### src/rtl/count_seq_ctrl.sv
// ---------------------------------------------------------------------------
// count_seq_ctrl
//   Command sequencer placed directly upstream of a WIDTH-bit loadable,
//   enabled counter. Accepts LOAD / RUN_TO / ABORT commands over a
//   valid/ready handshake, drives the counter's load/enable/data inputs and
//   watches its count output. Emits a one-cycle done pulse on completion.
//
// Ports
//   i_clock      system clock, rising edge
//   i_rst_n      asynchronous active-low reset (shared with the counter)
//   i_cmd_valid  command present
//   o_cmd_ready  command accepted on the edge where valid && ready
//   i_cmd_op     00 NOP, 01 LOAD, 10 RUN_TO, 11 ABORT
//   i_cmd_arg    LOAD value or RUN_TO target
//   o_load       counter load strobe
//   o_enable     counter count enable
//   o_data       counter load data
//   i_count      counter count output
//   o_busy       sequencer not idle
//   o_done       one-cycle completion pulse
//   o_err        sticky flag: command issued while a run was in progress
// ---------------------------------------------------------------------------
module count_seq_ctrl #(
  parameter int unsigned WIDTH = 5
) (
  input  logic             i_clock,
  input  logic             i_rst_n,
  input  logic             i_cmd_valid,
  output logic             o_cmd_ready,
  input  logic [1:0]       i_cmd_op,
  input  logic [WIDTH-1:0] i_cmd_arg,
  output logic             o_load,
  output logic             o_enable,
  output logic [WIDTH-1:0] o_data,
  input  logic [WIDTH-1:0] i_count,
  output logic             o_busy,
  output logic             o_done,
  output logic             o_err
);

  typedef enum logic [1:0] {
    ST_IDLE = 2'b00,
    ST_LOAD = 2'b01,
    ST_RUN  = 2'b10,
    ST_DONE = 2'b11
  } state_t;

  typedef enum logic [1:0] {
    OP_NOP    = 2'b00,
    OP_LOAD   = 2'b01,
    OP_RUN_TO = 2'b10,
    OP_ABORT  = 2'b11
  } op_t;

  state_t           state;
  logic [WIDTH-1:0] data_q;
  logic [WIDTH-1:0] target_q;
  logic             err_q;

  op_t  op;
  logic accept;
  logic abort_req;
  logic hit;

  assign op        = op_t'(i_cmd_op);
  assign accept    = i_cmd_valid && o_cmd_ready;
  // ready is always high in RUN, so a valid ABORT there is always accepted
  assign abort_req = i_cmd_valid && (op == OP_ABORT);
  assign hit       = (i_count == target_q);

  always_ff @(posedge i_clock or negedge i_rst_n) begin
    if (!i_rst_n) begin
      state    <= ST_IDLE;
      data_q   <= '0;
      target_q <= '0;
      err_q    <= 1'b0;
    end else begin
      case (state)
        ST_IDLE: begin
          if (accept) begin
            case (op)
              OP_LOAD: begin
                data_q <= i_cmd_arg;
                state  <= ST_LOAD;
              end
              OP_RUN_TO: begin
                target_q <= i_cmd_arg;
                state    <= ST_RUN;
              end
              OP_NOP:   err_q <= 1'b0;
              default: ;  // ABORT while idle does nothing
            endcase
          end
        end
        ST_LOAD: state <= ST_DONE;
        ST_RUN: begin
          // ABORT has priority over a simultaneous target hit
          if (abort_req) begin
            state <= ST_IDLE;
          end else begin
            if (hit)         state <= ST_DONE;
            if (i_cmd_valid) err_q <= 1'b1;
          end
        end
        ST_DONE: state <= ST_IDLE;
        default: state <= ST_IDLE;
      endcase
    end
  end

  // Decoded straight from the state register; enable is the only output
  // that must also look at the live count and command inputs.
  assign o_cmd_ready = (state == ST_IDLE) || (state == ST_RUN);
  assign o_busy      = (state != ST_IDLE);
  assign o_done      = (state == ST_DONE);
  assign o_load      = (state == ST_LOAD);
  assign o_enable    = (state == ST_RUN) && !hit && !abort_req;
  assign o_data      = data_q;
  assign o_err       = err_q;

endmodule

### config.mk
export PLATFORM = sky130hd
export DESIGN_NAME = count_seq_ctrl
export DESIGN_NICKNAME = d
export VERILOG_FILES = /design/src/rtl/count_seq_ctrl.sv
export SDC_FILE = /design/constraint.sdc
export NUM_CORES = 1
export LEC_CHECK = 0
export CORE_AREA = 2 2 39 41
export CTS_BUF_LIST = sky130_fd_sc_hd__clkbuf_4 sky130_fd_sc_hd__clkbuf_8 sky130_fd_sc_hd__clkbuf_16
export DETAILED_ROUTE_END_ITERATION = 8
export DIE_AREA = 0 0 41 43
export DONT_BUFFER_PORTS = 1
export GPL_ROUTABILITY_DRIVEN = 0
export SYNTH_ARGS = -nofsm -noshare
export SYNTH_HDL_FRONTEND = slang
export SYNTH_SLANG_ARGS = --single-unit
### constraint.sdc
create_clock -name i_clock -period 2.6 [get_ports i_clock]
set_input_delay 0.52 -clock i_clock [delete_from_list [all_inputs] [get_ports i_clock]]
set_output_delay 0.52 -clock i_clock [all_outputs]
set_load 0.1 [all_outputs]
Word-level counts from Yosys, hierarchy flattened

Index checks and enable logic that the tools add are counted.

Add/subtract/negate cells: 0
Multiply operators: 0
Div/mod/pow operators: 0
Magnitude comparators: 0
Equal/unequal tests: 13
Shifts and indexed selects: 0
Multiplexer cells: 10
Bitwise gates (word level): 0
Reductions and logical operators: 15

Operators by type and width:

| kind                                                                    | count |
|---|---|
| 3-bit AND reduction                                                     | 3 |
| 2-bit equality test, second input constant                              | 4 |
| 2-bit case mux with 4 select lines                                      | 1 |
| 2-bit 2-to-1 mux                                                        | 3 |
| 2-bit inequality test, second input constant                            | 3 |
| 5-bit equality test                                                     | 1 |
| 5-bit AND reduction                                                     | 1 |
| 2-bit by 1-bit equality test with 1-bit output, second input constant   | 2 |
| 1-bit logical AND                                                       | 4 |
| 2-bit zero test                                                         | 2 |
| 1-bit 2-to-1 mux                                                        | 4 |
| 2-bit case mux with 2 select lines                                      | 1 |
| 2-bit nonzero test                                                      | 2 |
| 3-bit by 1-bit inequality test with 1-bit output, second input constant | 1 |
| 3-bit inequality test, second input constant                            | 1 |
| 1-bit zero test                                                         | 2 |
| 2-bit by 1-bit inequality test with 1-bit output, second input constant | 1 |
| 1-bit case mux with 2 select lines                                      | 1 |
| 1-bit logical OR                                                        | 1 |

Flip-flop bits (word level): 13
Latch bits: 0
Bits in writable memories: 0
Memory bits (read-only): 0
Bits of input ports: 15
Output and inout bits: 11
Logic and storage cells: 42
Memories: 0

Logic depth before layout (Yosys ltp)

Gate-level depths: netlist of run 1.

Depth in word-level cells: 5
Gate-level depth with buffers: 3
Mapped depth without buffers: 3

Least setup slack after synthesis of run 1

No wires, ideal clock.

Path type: input to output
Start point: input i_count[2]
End point: output o_enable
Arrival time: 2.310 ns
Data required time: 2.080 ns
Setup slack: -0.230 ns
Stages: 2
Buffers on the path: 0
Path through: xnor2_1 > a31oi_1

Word-level cells in the longest chain between the ends: 4

RTL lines:

| element                        | RTL line | source |
|---|---|---|
| from (decl)                    | 35       | `input logic [WIDTH-1:0] i_count,` |
| 5-bit equality test            | 69       | `assign hit = (i_count == target_q);` |
| 1-bit zero test                | 117      | `assign o_enable = (state == ST_RUN) && !hit && !abort_req;` |
| 1-bit logical AND (2 in a row) | 117      |  |
| to (decl)                      | 33       | `output logic o_enable,` |

Every way passes these cells.

Worst setup path after layout of run 1

Start point: register target_q[4]
End point: output o_enable

Word-level cells in the longest chain between the ends: 4

RTL lines:

| element                        | RTL line | source |
|---|---|---|
| from (decl)                    | 57       | `logic [WIDTH-1:0] target_q;` |
| from (signal assigned)         | 87       | `target_q <= i_cmd_arg;` |
| 5-bit equality test            | 69       |  |
| 1-bit zero test                | 117      |  |
| 1-bit logical AND (2 in a row) | 117      |  |

Every way passes these cells.

==> results of run 1 <==
## path summary, 6_finish.rpt
path / from / to / depth (start not counted)
setup reg to reg: state[1] / target_q[0] / 3
min in group asynchronous: i_rst_n / o_data[1] / 1
hold reg to reg: target_q[4] / target_q[4] / 1
max in group asynchronous: i_rst_n / target_q[0] / 1
hold / removal: i_cmd_arg[3] / o_data[3] / 1
setup / recovery: target_q[4] / o_enable / 4
## metrics by stage
step | setup WS, ps | util
4_1_cts | 550.1 | 0.5208
3_3_place_gp | 774.1 | 0.4919
6_report | 570.8 | 0.5208
5_1_grt | 461.8 | 0.5208
3_5_place_dp | 741.4 | 0.4919
2_1_floorplan | 339.0 | -
## metal layers
metal | vias to the layer above | track usage | wire length [µm]
met4 | 0 | 0.08000 | 27
li1 | 196 | - | -
met5 | - | 0 | 0
met3 | 3 | 0.06283 | 96
met2 | 18 | 0.2844 | 667
met1 | 207 | 0.1649 | 434
## state kept, by name, indices dropped and copies added, names as in the netlist
| name | cells |
|---|---|
| target_q | 5 |
| o_data | 5 |
| state | 2 |
| o_err | 1 |
## critical path, cell delays in order, from the launching register on
cell and delay [ps]:
dfrtp_1 390, xor2_1 160, nor3_1 310, a31oi_2 130, buf_4 240
## placed cells by master (no fill, tap or decap), drive strengths merged, types with 2 or more instances in the layout
master  synthesis  final
nor2            3      3
nor3            2      2
a31oi           3      3
xnor2           2      2
xor2            3      3
a21oi           2      2
dfrtp          13     13
clkbuf          0      4
mux2           10     10
buf             0      3
nand2           3      3
## cells by family (layout without fill, tap and decap cells)
kind of cell / Yosys count / in the layout / synth area share
DFF: 13 / 13 / 0.5169
and+or+nand+nor: 13 / 13 / 0.1511
buffers and inverters: 1 / 9 / 0.005958
muxes: 10 / 10 / 0.1789
xor gates and xnor gates: 5 / 5 / 0.06960
AOI/OAI and AO/OA: 8 / 8 / 0.07754
## final cells by class
cell class,count,area (µm²),share of cell area
Timing Repair Buffer,4,32.53,0.04514
Tap cell,16,20.02,0.02778
Clock buffer,4,30.03,0.04167
Multi-Input combinational cell,36,309.0,0.4288
Sequential cell,13,325.3,0.4514
Inverter,1,3.754,0.005208
## timing repair
action,CTS,global route
hold buffers,1,0
endpoints found under the setup margin,0,0
endpoints found under the hold margin,13,0
==> summary.txt, run 1 <==
run status: finished, final reports clean
Post-Syn Nets: 65
chip width: 41 µm
# clock sinks: 13
Post-Syn Area: 629.4 µm²
CTS clk-pin slew, worst paths: 70 ps
Core Area: 1384 µm²
initial antenna violation count: 0
CP max FO: 2
share of layout cells above drive strength 1: 0.4310
min cycle time layout: 2029 ps
setup TNS: 0 ps
Max Buffers Root-to-Sink: 2
number of distinct library cells after synthesis: 20
Post-layout nets: 74
Avg Inst Size Synth: 12.59 µm²
placed insts: 69
PortBufs: 0
ys flop type: dfrtp_1
FILL cells: 128
share of synthesized registers carrying an async set or reset: 1.000
Crit Path Category: reg -> out
crit path launch type: flip-flop
DRT antenna net count: 0
Die H: 43 µm
row cnt: 14
post-route cell area: 720.7 µm²
Synth top area share: 0.5169
worst hold slack: 392.9 ps
cts bufs inserted: 3
flop-to-flop setup slack: 890 ps
first-pass GRT wire length: 1.932 mm
worst min path class: in -> reg
YS warnings: 0
Slew headroom: 0.3848
largest net degree at the start of global routing: 14
Worst Clk Skew: 2.216 ps
RSZ-0062 raised after global routing: no
Pre-antenna DRT Iters: 3
GRT Total Usage: 0.1670
DR WL/cell: 16.58 µm
Synth area leaders: dfrtp_1 (52%), mux2_2 (18%), xor2_1 (4.2%)
number of synthesized flops with an enable pin: 0
Max-Cap Viols: 0
Clock Latency Late Sink: 270 ps
#FFs+latches synth: 13
most numerous cell in the Yosys netlist: dfrtp_1
Placed Area: 680.7 µm²
Final Setup Violations: 0
post-synthesis sequential area ratio: 0.5169
drt initial violations: 5
DRC viols: 0
Tcrit/Tclk final: 0.7805
starting density of the core: 0.4548
Top Ports: 26
critical path arrival: 1510 ps
FMAX: 492.8 MHz
DR vias/cell: 5.730
grt total ovfl: 0
top cells by count, synth: dfrtp_1 (13), mux2_2 (10), a31oi_1 (3), nand2_1 (3), xor2_1 (3)
quantity of gates resized following cts: 0
crit end category: primary output
Cell Count, Final, Fillers Out: 74
Critical Path RT: 2080 ps
area leader, netlist: dfrtp_1
die area: 1763 µm²
vias in the first global route: 464
Via Count: 424
Worst-Margin Slew: 922.8 ps
Root Driver: clkbuf_4
Final Hold Vio Count: 0
Antenna Cells: 0
Post-Synthesis Cells: 50
Final Slew Violations: 0
Post-CTS Setup Repair Bufs: 0
Area growth, synth to finish: 14.51%
Routed WL: 1.227 mm
CTS tree: yes
H-tree lvl count: 1
Power of run 1 is left out: the tool's default activity adds up to more than one toggle a clock period on the data nets, which glitch-free logic cannot reach.
==> inputs of run 2 (changes only) <==
==> constraint.sdc (replaced) <==
create_clock -name i_clock -period 1.7 [get_ports i_clock]
set_input_delay 0.34 -clock i_clock [delete_from_list [all_inputs] [get_ports i_clock]]
set_output_delay 0.34 -clock i_clock [all_outputs]
set_load 0.1 [all_outputs]
==> run 2 against run 1 <==
  * The run now ends with setup timing left
  * Clock-buffer cell count unchanged
  * Non-clock buffer count rose by 10
  * Final cell count increased by 14%
  * Register-to-register slack worse by 670 ps
  * Utilization increased by 9.1 points
  * First-iteration DRC count is 40% higher
  * Die area unchanged
  * Sequential cell count did not move
  * Sequential share of layout area decreased by 6.7 points
  * Critical path depth rose by 1
  * Critical endpoint unchanged
==> summary.txt, run 2 (synthesized netlist as in run 1, its figures left out) <==
die area: 1763 µm²
crit path launch type: flip-flop
cts bufs inserted: 3
Top Ports: 26
Final Hold Vio Count: 0
Worst Clk Skew: 1.366 ps
initial antenna violation count: 0
worst hold slack: 219.3 ps
Critical Path RT: 1360 ps
Area growth, synth to finish: 34.59%
Antenna Cells: 0
run status: finished, violations left
Via Count: 469
DR WL/cell: 16.15 µm
most common cell after layout, fill and taps aside: dfrtp_1
CP max FO: 2
Final Slew Violations: 0
drt initial violations: 7
row cnt: 14
Routed WL: 1.357 mm
worst min path class: in -> reg
PortBufs: 0
Core Area: 1384 µm²
DR vias/cell: 5.583
starting density of the core: 0.4548
crit end category: primary output
Root Driver: clkbuf_4
placed insts: 78
final worst slack: -53.79 ps
Pre-antenna DRT Iters: 2
Slew headroom: 0.6156
Cell Count, Final, Fillers Out: 84
DRT antenna net count: 0
failing checks: setup timing
min cycle time layout: 1754 ps
Crit Path Category: reg -> out
RSZ-0062 raised after global routing: yes
Post-layout nets: 84
Placed Area: 787.0 µm²
FMAX: 570.2 MHz
share of layout cells above drive strength 1: 0.5441
CTS tree: yes
largest net degree at the start of global routing: 14
Worst-Margin Slew: 574.7 ps
vias in the first global route: 517
chip width: 41 µm
post-route cell area: 847.1 µm²
dpl hpwl: 1.083 mm
Max Buffers Root-to-Sink: 2
# clock sinks: 13
H-tree lvl count: 1
critical path arrival: 1410 ps
Clock Latency Late Sink: 270 ps
CTS clk-pin slew, worst paths: 70 ps
GRT Total Usage: 0.1920
DRC viols: 0
Final Setup Violations: 1
Tcrit/Tclk final: 1.032
grt total ovfl: 0
Max-Cap Viols: 0
Die H: 43 µm
first-pass GRT wire length: 2.270 mm
most frequent cells in the layout: dfrtp_1 (13), buf_4 (11), mux2_2 (10), clkbuf_4 (4), nand2_1 (3)
==> run 2: area by class of cell <==
cell class	instances	area, µm²
multi-input combinational	36	335.3
inverter	1	3.754
clock buffer	4	30.03
tap	16	20.02
fill	122	536.8
sequential	13	325.3
timing repair buffer	14	132.6
==> run 2: final timing paths <==
check | from | end | slack [ps] | cells after the start
max | target_q[3] | o_enable | -50 | 5
min in group asynchronous | i_rst_n | target_q[2] | 500 | 1
min | i_cmd_arg[2] | target_q[2] | 220 | 1
min reg2reg | o_err | o_err | 540 | 2
max reg2reg | state[0] | target_q[1] | 220 | 3
max in group asynchronous | i_rst_n | target_q[4] | 820 | 1
==> run 2: critical path: stages, from the launching register on <==
cell,delay [ps]
dfrtp_1,400
xor2_1,150
nor3_2,170
buf_4,140
a31oi_4,90
buf_12,190
==> run 2: metal layers <==
layer / global-route usage / wire length (µm) / vias to the layer above
met5: 0 / 0 / -
met4: 0.06000 / 17 / 0
met3: 0.04188 / 89 / 4
met2: 0.3344 / 772 / 18
met1: 0.2180 / 478 / 233
li1: - / - / 214
==> run 2: repair_timing <==
| action | 4_1_cts | 5_1_grt |
|---|---|---|
| buffers inserted | 1 | 0 |
| hold endpoints to repair | 13 | 0 |
| hold buffers | 1 | 0 |
| resized for setup | 1 | 1 |
| pin swaps | 5 | 0 |
| endpoints found under the setup margin | 1 | 1 |
==> run 2: stage by stage <==
step	worst slack, ps	TNS [ps]	utilization
finish	-53.79	-53.79	0.6121
global route	-135.9	-135.9	0.6121
CTS	-93.45	-93.45	0.6067
detailed placement	122.4	0	0.5687
global placement	228.2	0	0.5687
floorplan	-87.29	-87.29	-
Power of run 2 is left out for the same reason.
==> inputs of run 3 (changes only) <==
--- a/config.mk
+++ b/config.mk
@@ -11,6 +11,8 @@
 export DIE_AREA = 0 0 41 43
 export DONT_BUFFER_PORTS = 1
 export GPL_ROUTABILITY_DRIVEN = 0
+export MAX_ROUTING_LAYER = met4
+export SKIP_CTS_REPAIR_TIMING = 1
 export SYNTH_ARGS = -nofsm -noshare
 export SYNTH_HDL_FRONTEND = slang
 export SYNTH_SLANG_ARGS = --single-unit
==> run 3 against run 2 <==
  * Worst setup slack lost 8.8 ps
  * Maximum frequency fell by 0.50%
  * Routed wire length rose by 1.2%
  * Critical path depth did not move
  * Clock-buffer cell count stayed put
  * The flow still finishes with violations (setup timing)
  * Final cell count unchanged
  * Sequential cell count is the same
  * Die area did not move
  * Via count is 2.1% lower
  * First-iteration DRC count down 29%
  * Global-route usage is essentially flat
  * Clock skew about the same
==> summary.txt, run 3 (synthesized netlist as in run 1, its figures left out) <==
Via Count: 459
critical path arrival: 1420 ps
CTS tree: yes
Worst-Margin Slew: 563.3 ps
Root Driver: clkbuf_4
Final Hold Vio Count: 0
Reg2Reg Depth: 3
Max Buffers Root-to-Sink: 2
# clock sinks: 13
beginning of the critical path: target_q[4]
setup TNS: -62.58 ps
Max-Cap Viols: 0
first-pass GRT wire length: 2.201 mm
worst hold stages: 1
starting density of the core: 0.4548
Crit Path Category: reg -> out
hold worst-path end: o_data[3]
Pre-antenna DRT Iters: 4
CP max FO: 2
crit path launch type: flip-flop
DR vias/cell: 5.464
cts bufs inserted: 3
grt total ovfl: 0
post-place setup slack: 122.4 ps
Core Area: 1384 µm²
Post-layout nets: 84
most common cell after layout, fill and taps aside: dfrtp_1
DRC viols: 0
largest net degree at the start of global routing: 14
initial antenna violation count: 0
Routed WL: 1.373 mm
FMAX: 567.4 MHz
H-tree lvl count: 1
hold path start: i_cmd_arg[3]
vias in the first global route: 506
run status: finished, violations left
row cnt: 14
Die H: 43 µm
CTS clk-pin slew, worst paths: 70 ps
DR WL/cell: 16.35 µm
Slew headroom: 0.6232
Area growth, synth to finish: 33.40%
Clock Latency Late Sink: 270 ps
r2r endpoint: target_q[1]
GRT Total Usage: 0.1916
final worst slack: -62.58 ps
drt initial violations: 5
Worst Clk Skew: 0.9562 ps
Tcrit/Tclk final: 1.037
chip width: 41 µm
RSZ-0062 raised after global routing: yes
min cycle time layout: 1763 ps
Reg-to-Reg Start: state[0]
Critical Path RT: 1360 ps
Final Setup Violations: 1
dpl hpwl: 1.083 mm
most frequent cells in the layout: dfrtp_1 (13), buf_4 (11), mux2_2 (10), clkbuf_4 (4)
Top Ports: 26
share of layout cells above drive strength 1: 0.5294
die area: 1763 µm²
failing checks: setup timing
crit end category: primary output
Final Slew Violations: 0
flop-to-flop setup slack: 220 ps
worst min path class: in -> reg
DRT antenna net count: 0
Antenna Cells: 0
PortBufs: 0
-- run 3: cell types whose count changed in the layout (fill, tap and decap cells not counted) --
cell / previous run / this run
xor2_2: 1 / 0
xor2_1: 2 / 3
-- run 3: worst max-delay path by stage --
stage / to / slack (ps) / depth (start not counted)
6_report: o_enable / -60 / 5
5_1_grt: o_enable / -140 / 5
4_1_cts: o_enable / -180 / 5
3_5_place_dp: o_enable / 120 / 5
3_3_place_gp: o_enable / 230 / 5
2_1_floorplan: o_load / -90 / 2
-- run 3: area by class of cell --
cell class | instances | area [µm²]
clock buffers | 4 | 30.03
fillers | 124 | 544.3
inverters | 1 | 3.754
multi-input cells | 36 | 327.8
flip-flops and latches | 13 | 325.3
well taps | 16 | 20.02
repair buffers | 14 | 132.6
-- run 3: worst max-delay path: stages, from the launching register on --
cell and delay [ps]:
dfrtp_1 390, xor2_1 190, nor3_2 60, buf_4 140
a31oi_4 180, buf_12 200
-- run 3: metrics by stage --
| stage | instance area, µm² | hold WS (ps) | util | std cells |
|---|---|---|---|---|
| final | 839.6 | 220.1 | 0.6067 | 84 |
| after global routing | 839.6 | 207.9 | 0.6067 | 84 |
| after CTS | 817.0 | -248.4 | 0.5904 | 82 |
| after detailed placement | 787.0 | 44.63 | 0.5687 | 78 |
| after global placement | 787.0 | 44.68 | 0.5687 | 78 |
| after floorplan | 651.9 | 44.41 | - | 50 |
-- run 3: layer usage --
metal	vias up	GRT usage	share of wire
li1	215	-	-
met1	222	0.2180	0.36
met2	18	0.3219	0.56
met3	4	0.03665	0.062
met4	0	0.06000	0.010
met5	-	-	0
Power of run 3 is left out for the same reason.
